File: src/rtl/run_ctrl.sv
// Run controller: loads a program start PC, holds the core in reset, then times its run.
// Optional watchdog enabled by defining RUN_CTRL_TIMEOUT_EN.
module run_ctrl #(
    parameter int unsigned RST_HOLD    = 2,
    parameter logic [7:0]  START_ADDR1 = 8'h00,
    parameter logic [7:0]  START_ADDR2 = 8'h40,
    parameter logic [7:0]  START_ADDR3 = 8'h80,
    parameter logic [15:0] TIMEOUT_CYC = 16'd50000
) (
    input  logic        clk,
    input  logic        reset,
    input  logic        start,
    input  logic [1:0]  prog_sel,
    input  logic        abort,
    input  logic        core_done,
    output logic        core_rst,
    output logic [7:0]  start_addr,
    output logic        busy,
    output logic        done,
    output logic        timeout,
    output logic [15:0] cycle_cnt
);

    localparam logic [2:0] S_IDLE = 3'd0;
    localparam logic [2:0] S_LOAD = 3'd1;
    localparam logic [2:0] S_RUN  = 3'd2;
    localparam logic [2:0] S_FIN  = 3'd3;
    localparam logic [2:0] S_ERR  = 3'd4;

    localparam logic [3:0] HOLD_LAST = 4'(RST_HOLD - 1);

`ifdef RUN_CTRL_TIMEOUT_EN
    localparam logic TO_EN = 1'b1;
`else
    // Watchdog compiled out: ERR unreachable and timeout stays 0.
    localparam logic TO_EN = 1'b0;
`endif

    logic [2:0]  state;
    logic [3:0]  hold_cnt;
    logic [7:0]  sel_addr;
    logic [15:0] cnt_nxt;
    logic        accept;
    logic        to_hit;

    always_comb begin
        sel_addr = 8'h00;
        case (prog_sel)
            2'd1:    sel_addr = START_ADDR1;
            2'd2:    sel_addr = START_ADDR2;
            2'd3:    sel_addr = START_ADDR3;
            default: sel_addr = 8'h00;
        endcase
    end

    assign cnt_nxt = (cycle_cnt == 16'hFFFF) ? cycle_cnt
                                             : cycle_cnt + 16'd1;
    assign accept  = start && (prog_sel != 2'd0);
    assign to_hit  = TO_EN && (cnt_nxt == TIMEOUT_CYC) && !core_done;

    always_ff @(posedge clk or posedge reset) begin
        if (reset) begin
            state      <= S_IDLE;
            hold_cnt   <= 4'd0;
            core_rst   <= 1'b1;
            start_addr <= 8'h00;
            busy       <= 1'b0;
            done       <= 1'b0;
            timeout    <= 1'b0;
            cycle_cnt  <= 16'd0;
        end else begin
            unique case (state)
                S_IDLE, S_FIN, S_ERR: begin
                    if (accept) begin
                        state      <= S_LOAD;
                        hold_cnt   <= 4'd0;
                        core_rst   <= 1'b1;
                        start_addr <= sel_addr;
                        busy       <= 1'b1;
                        done       <= 1'b0;
                        timeout    <= 1'b0;
                        cycle_cnt  <= 16'd0;
                    end
                end
                S_LOAD: begin
                    if (abort) begin
                        state    <= S_IDLE;
                        core_rst <= 1'b1;
                        busy     <= 1'b0;
                        done     <= 1'b0;
                    end else if (hold_cnt == HOLD_LAST) begin
                        state    <= S_RUN;
                        core_rst <= 1'b0;
                    end else begin
                        hold_cnt <= hold_cnt + 4'd1;
                    end
                end
                S_RUN: begin
                    // Abort beats a simultaneous core_done; count is kept as-is.
                    if (abort) begin
                        state    <= S_IDLE;
                        core_rst <= 1'b1;
                        busy     <= 1'b0;
                        done     <= 1'b0;
                    end else begin
                        cycle_cnt <= cnt_nxt;
                        if (core_done) begin
                            state <= S_FIN;
                            busy  <= 1'b0;
                            done  <= 1'b1;
                        end else if (to_hit) begin
                            state    <= S_ERR;
                            busy     <= 1'b0;
                            done     <= 1'b1;
                            timeout  <= 1'b1;
                            core_rst <= 1'b1;
                        end
                    end
                end
                default: begin
                    state    <= S_IDLE;
                    core_rst <= 1'b1;
                    busy     <= 1'b0;
                    done     <= 1'b0;
                end
            endcase
        end
    end

endmodule

File: config.mk
export PLATFORM = sky130hd
export DESIGN_NAME = run_ctrl
export DESIGN_NICKNAME = d
export VERILOG_FILES = /design/src/rtl/run_ctrl.sv
export SDC_FILE = /design/constraint.sdc
export NUM_CORES = 1
export LEC_CHECK = 0
export CAP_MARGIN = 20
export CELL_PAD_IN_SITES_DETAIL_PLACEMENT = 1
export CELL_PAD_IN_SITES_GLOBAL_PLACEMENT = 2
export CORE_MARGIN = 1
export CORE_UTILIZATION = 28
export CTS_BUF_LIST = sky130_fd_sc_hd__clkbuf_8 sky130_fd_sc_hd__clkbuf_16
export CTS_CLUSTER_DIAMETER = 200
export DETAILED_ROUTE_END_ITERATION = 16
export PLACE_DENSITY = 0.8
export SLEW_MARGIN = 20
export SYNTH_ARGS = -nofsm -noshare
export SYNTH_HDL_FRONTEND = slang
export SYNTH_SLANG_ARGS = --single-unit
File: constraint.sdc
create_clock -name clk -period 1.8 [get_ports clk]
set_input_delay 0.27 -clock clk [delete_from_list [all_inputs] [get_ports clk]]
set_output_delay 0.27 -clock clk [all_outputs]
set_load 0.05 [all_outputs]
==> results of run 1 <==
==> sequential cells by signal, summed over array words and instances (netlist names) <==
| name | flops |
|---|---|
| start_addr | 2 |
| state | 2 |
| cycle_cnt | 16 |
| core_rst | 1 |
| hold_cnt | 4 |
| busy | 1 |
| done | 1 |
==> timing repair <==
action / in CTS / in global routing
endpoints found under the setup margin: 11 / 9
pin swaps: 0 / 1
hold endpoints to repair: 0 / 0
setup buffers: 0 / 0
gates resized for setup: 4 / 13
hold buffers: 0 / 0
==> metrics by stage <==
stage / std cells / cell area (um^2)
after global routing: 340 / 2520
final: 340 / 2520
after floorplan: 203 / 1820
after CTS: 340 / 2480
after detailed placement: 336 / 2420
after global placement: 336 / 2420
==> layout make-up <==
type / instances / area (um^2) / share of cell area
well taps: 75 / 93.8 / 0.0372
repair buffers: 76 / 606 / 0.240
multi-input cells: 147 / 1050 / 0.417
flip-flops and latches: 27 / 686 / 0.272
inverters: 11 / 41.3 / 0.0164
clock buffers: 3 / 41.3 / 0.0164
clock inverters: 1 / 3.75 / 0.00149
==> cell families after synthesis <==
family	synth area share
AND/OR/NAND/NOR	0.194
multiplexers	0.0234
flip-flops	0.383
adder cells (fa/ha/maj)	0.0354
buffers and inverters	0.0772
other	0.00212
AO/OA/AOI/OAI	0.285
==> layout by cell type, fill, tap and decap left out, drive strengths merged, types with 4 or more instances in the layout <==
| cell type | instances |
|---|---|
| dfrtp | 26 |
| a21o | 5 |
| buf | 67 |
| a31oi | 6 |
| and3 | 5 |
| o21ai | 12 |
| ha | 5 |
| conb | 7 |
| nand2 | 13 |
| inv | 12 |
| o31ai | 4 |
| a22o | 4 |
| clkdlybuf4s50 | 9 |
| nor2 | 7 |
| or4 | 4 |
| nand3 | 11 |
| nand4 | 5 |
| a21oi | 11 |
| a21boi | 4 |
==> power by group through the flow <==
stage / clock network [uW] / logic, uW / registers [uW]
finish: 355 / 2240 / 831
floorplan: 0 / 934 / 1140
detailed placement: 0 / 2050 / 841
CTS: 370 / 2120 / 832
global placement: 0 / 2040 / 832
global route: 394 / 2440 / 849
==> per-layer routing <==
metal  global-route usage  vias to the layer above
li1                     -                      869
met1                0.242                      874
met5                    0                        -
met4               0.0214                        0
met2                0.285                       24
met3               0.0144                        2
==> how the worst min path moves through the flow <==
stage / startpoint / end / slack (ns) / depth (start not counted)
after floorplan: reset / busy$_DFFE_PP0P_ / 0.32 / 1
after global placement: start_addr[7]$_DFFE_PP0P_ / start_addr[7]$_DFFE_PP0P_ / 0.47 / 2
after detailed placement: start_addr[7]$_DFFE_PP0P_ / start_addr[7]$_DFFE_PP0P_ / 0.47 / 2
after CTS: reset / cycle_cnt[7]$_DFFE_PP0P_ / 0.38 / 3
after global routing: reset / cycle_cnt[7]$_DFFE_PP0P_ / 0.44 / 3
final: reset / cycle_cnt[7]$_DFFE_PP0P_ / 0.37 / 3
==> worst min-delay path: stages <==
cell and delay (ns):
clkdlybuf4s50_1 0.40, inv_1 0.05, buf_4 0.34
==> results.ini, run 1 <==
[power]
p_sw_frac = 0.458
vdd_drop_max_uv = 776
power_uw = 3430
combPwrFrac = 0.654
switchingPower_uw = 1570
clockPowerShare = 0.104
p_leak_uw = 0.00116
p_seq_frac = 0.243
p_int_uw = 1860
p_per_area_nw_per_um2 = 1360

[placed_design]
portBuffers = 27
preCtsSetupSlack_ns = -0.148
globalplace.congestion = 0.765
place.detailed.hpwl_um = 4030

[clocking]
root_buffer = clkbuf_8
insertion_delay_ns = 0.27
cts_sinks = 27
cts_inserted_buffers = 3
cts_max_path_buffers = 2
cts-htree-levels = 1
cts_tree = done
clk_pin_slew_worst_paths_ns = 0.10

[yosys]
synthTopCellsByCount = dfrtp_1, nand2_1, inv_1, o21ai_0
ys_seq_elements = 27
synth_most_common_cell = dfrtp_1
synth_seq_area_share = 0.383
synth_ff_type = dfrtp_1
synth_top_area_share = 0.368
synthesis.area_um2 = 1770
synth_edf_count = 0
netlist_top_cells_area = dfrtp_1, ha_1, o21ai_0, buf_4, a21oi_1
synth_warnings = 0
synth_cell_types = 54
yosys.area.top_type = dfrtp_1
avgSynthCellArea_um2 = 8.97
ys_async_sr_fraction = 1.00
syn_inst = 197

[finish]
drive_above_1_share = 0.366
fillerInstances = 702
n_antenna_cell = 0
layout.nets = 278
area_growth_syn_to_layout_pct = 42.8
final_util = 0.421

[detailed_routing]
wirelength_um = 5310
vias = 1769
drc = 0
dr_wl_met3_um = 109
routed.top_layer = met4
via_per_inst = 5.20
dr.pass1.iters = 4
drtIter0Drc = 47
wirelength_met1_um = 2580
ant_nets = 0
avgRoutedWirePerCell_um = 15.6
route.met2.wl_um = 2610

[outcome]
outcome = complete, no violations

[critical_path]
r2r_end = cycle_cnt[12]$_DFFE_PP0P_
cp.depth = 5
path_buf_inv = 0
cp_slowest_cell = or4_4
crit_required_ns = 1.98
startpoint_type = flop
r2r_slack_ns = 0.05
cpPeakStageDelay_ns = 0.51
startpoint = cycle_cnt[1]$_DFFE_PP0P_
rr_worst_depth = 5
path_class = flop to flop
cp.arrival_ns = 1.93
cp_max_fo = 5
path_cells = ha_4 > nand3_4 > or4_4 > a221o_1 > a21o_1
endpoint_kind = flop
worstSetupEndpoint = cycle_cnt[12]$_DFFE_PP0P_
critPathTopFamily = simple AND/OR/NAND/NOR gates
r2r_start = cycle_cnt[1]$_DFFE_PP0P_

[timing]
drv_slew = 0
min_period_ns = 1.75
fin_ws_ns = 0.0487
tns_ns = 0
setup_viol = 0
rsz0062_at_grt = true
fmax_mhz = 571
finalClockSkew_ns = 0.00412
holdWs_ns = 0.365
hold_viol = 0
fin_crit_sh = 0.973

[global_route]
gr-total-overflow = 0
grt_pass1_wl_um = 8690
grt_usage = 0.170
antenna_found_initial = 0
grt_pass1_vias = 1754
grt_max_degree = 28

[floorplanning]
die_w_um = 81.4
dieArea_um2 = 6630
ios = 35
dieHeight_um = 81.4
rows = 28
start_util = 0.295
core_um2 = 5990

[hold_path]
hp-class = input pin to async pin

[run]
max-cap-violations = 0

(Power assumes the default switching activity.)
==> inputs of run 2 (changes only) <==
CAP_MARGIN = 40   (was 20)
SKIP_LAST_GASP = 1   (was not set)
==> run 2 against run 1 <==
Core utilization fell by 0.31 points. Routed wire length fell by 1.1%. Non-clock buffer count is the same. Global-route usage did not move. Setup slack gained 0.0050 ns. Clock-buffer cell count did not move. Fmax is 0.28% higher.
==> results.ini, run 2 (same netlist as run 1, synthesis figures left out) <==
[finish]
layout.nets = 278
final_common_cell = buf_4
area_growth_syn_to_layout_pct = 41.8
reg.largest.list = cycle_cnt: 16 flops, hold_cnt: 4 flops
final_area_um2 = 2500
final_util = 0.418
mostFrequentLayoutCells = buf_4, dfrtp_1, nand2_1
largest_register = cycle_cnt
largest_reg_flops = 16
fillerInstances = 703
n_antenna_cell = 0
drive_above_1_share = 0.351

[critical_path]
r2r_slack_ns = 0.05
path_class = flop to flop
crit_required_ns = 1.98
r2r_start = cycle_cnt[1]$_DFFE_PP0P_
path_buf_inv = 0
endpoint_kind = flop
startpoint_type = flop
cp.depth = 5
cpPeakStageDelay_ns = 0.50
rr_worst_depth = 5
r2r_end = cycle_cnt[12]$_DFFE_PP0P_
critPathTopFamily = simple AND/OR/NAND/NOR gates
path_cells = ha_4 > nand3_4 > or4_4 > a221o_1 > a21o_1
cp.arrival_ns = 1.92
cp_max_fo = 5
cp_slowest_cell = or4_4

[timing]
min_period_ns = 1.75
rsz0062_at_grt = true
fin_crit_sh = 0.970
setup_viol = 0
hold_viol = 0
tns_ns = 0
fin_ws_ns = 0.0537
fmax_mhz = 573
holdWs_ns = 0.365
drv_slew = 0
finalClockSkew_ns = 0.00280

[placed_design]
preCtsSetupSlack_ns = -0.148
place_area_um2 = 2420
place.detailed.hpwl_um = 4030
globalplace.congestion = 0.765
portBuffers = 27

[detailed_routing]
vias = 1778
wirelength_met1_um = 2580
ant_nets = 0
dr.pass1.iters = 4
routed.top_layer = met4
avgRoutedWirePerCell_um = 15.5
drc = 0
via_per_inst = 5.23
wirelength_um = 5260
drtIter0Drc = 69
route.met2.wl_um = 2530
dr_wl_met3_um = 117

[floorplanning]
start_util = 0.295
core_um2 = 5990
dieArea_um2 = 6630
ios = 35
dieHeight_um = 81.4
die_w_um = 81.4
rows = 28

[global_route]
grt_max_degree = 28
grt_pass1_vias = 1754
gr-total-overflow = 0
antenna_found_initial = 0
grt_usage = 0.170
grt_pass1_wl_um = 8690

[clocking]
cts_tree = done
insertion_delay_ns = 0.27
cts_sinks = 27
cts-htree-levels = 1
cts_inserted_buffers = 3
cts_max_path_buffers = 2
clk_pin_slew_worst_paths_ns = 0.10
root_buffer = clkbuf_8
cts_hold_repair.buffers = 0
post-cts-setup-buffers = 0

[power]
p_seq_frac = 0.247
combPwrFrac = 0.647
vdd_drop_max_uv = 775
p_int_uw = 1820
p_sw_frac = 0.460
switchingPower_uw = 1550
clockPowerShare = 0.106
p_per_area_nw_per_um2 = 1340
p_leak_uw = 0.00115

[run]
max-cap-violations = 0

[outcome]
outcome = complete, no violations

[hold_path]
hp-class = input pin to async pin

## run 2: worst max path at each step
stage	start	endpoint	slack (ns)
floorplan	cycle_cnt[0]$_DFFE_PP0P_	cycle_cnt[12]$_DFFE_PP0P_	-0.12
global route	state[1]$_DFFE_PP0P_	cycle_cnt[15]$_DFFE_PP0P_	-0.04
CTS	hold_cnt[1]$_DFFE_PP0P_	hold_cnt[3]$_DFFE_PP0P_	0.02
finish	cycle_cnt[1]$_DFFE_PP0P_	cycle_cnt[12]$_DFFE_PP0P_	0.05
detailed placement	state[0]$_DFFE_PP0P_	cycle_cnt[5]$_DFFE_PP0P_	-0.15
global placement	state[0]$_DFFE_PP0P_	cycle_cnt[5]$_DFFE_PP0P_	-0.15
## run 2: area by class of cell
cell class	count	area [um^2]	share of cell area
Clock inverter	1	3.75	0.00150
Sequential cell	27	686	0.274
Tap cell	75	93.8	0.0375
Clock buffer	3	41.3	0.0165
Inverter	11	41.3	0.0165
Multi-Input combinational cell	147	1030	0.413
Timing Repair Buffer	76	606	0.242
## run 2: power by group through the flow
| stage | Clock (uW) | Sequential, uW | Combinational (uW) |
|---|---|---|---|
| finish | 358 | 832 | 2180 |
| CTS | 370 | 832 | 2120 |
| detailed placement | 0 | 841 | 2050 |
| global route | 394 | 850 | 2380 |
| floorplan | 0 | 1140 | 934 |
| global placement | 0 | 832 | 2040 |
## run 2: worst reg2reg max path: stages (launching register included)
cell     delay [ns]
dfrtp_2        0.40
ha_4           0.16
nand3_4        0.11
or4_4          0.51
a221o_1        0.30
a21o_1         0.17
## run 2: stage by stage
step                      cells  power [uW]
after global placement      336        2870
after detailed placement    336        2890
after CTS                   340        3320
after floorplan             203        2070
final                       340        3370
after global routing        340        3620
## run 2: what timing repair did
action | 4_1_cts | 5_1_grt
setup endpoints to repair | 11 | 9
resized for setup | 4 | 8
pin swaps | 0 | 0
## run 2: layer usage
metal,track usage,up-vias
met2,0.285,30
met3,0.0144,2
li1,-,870
met1,0.242,876
met5,0,-
met4,0.0214,0
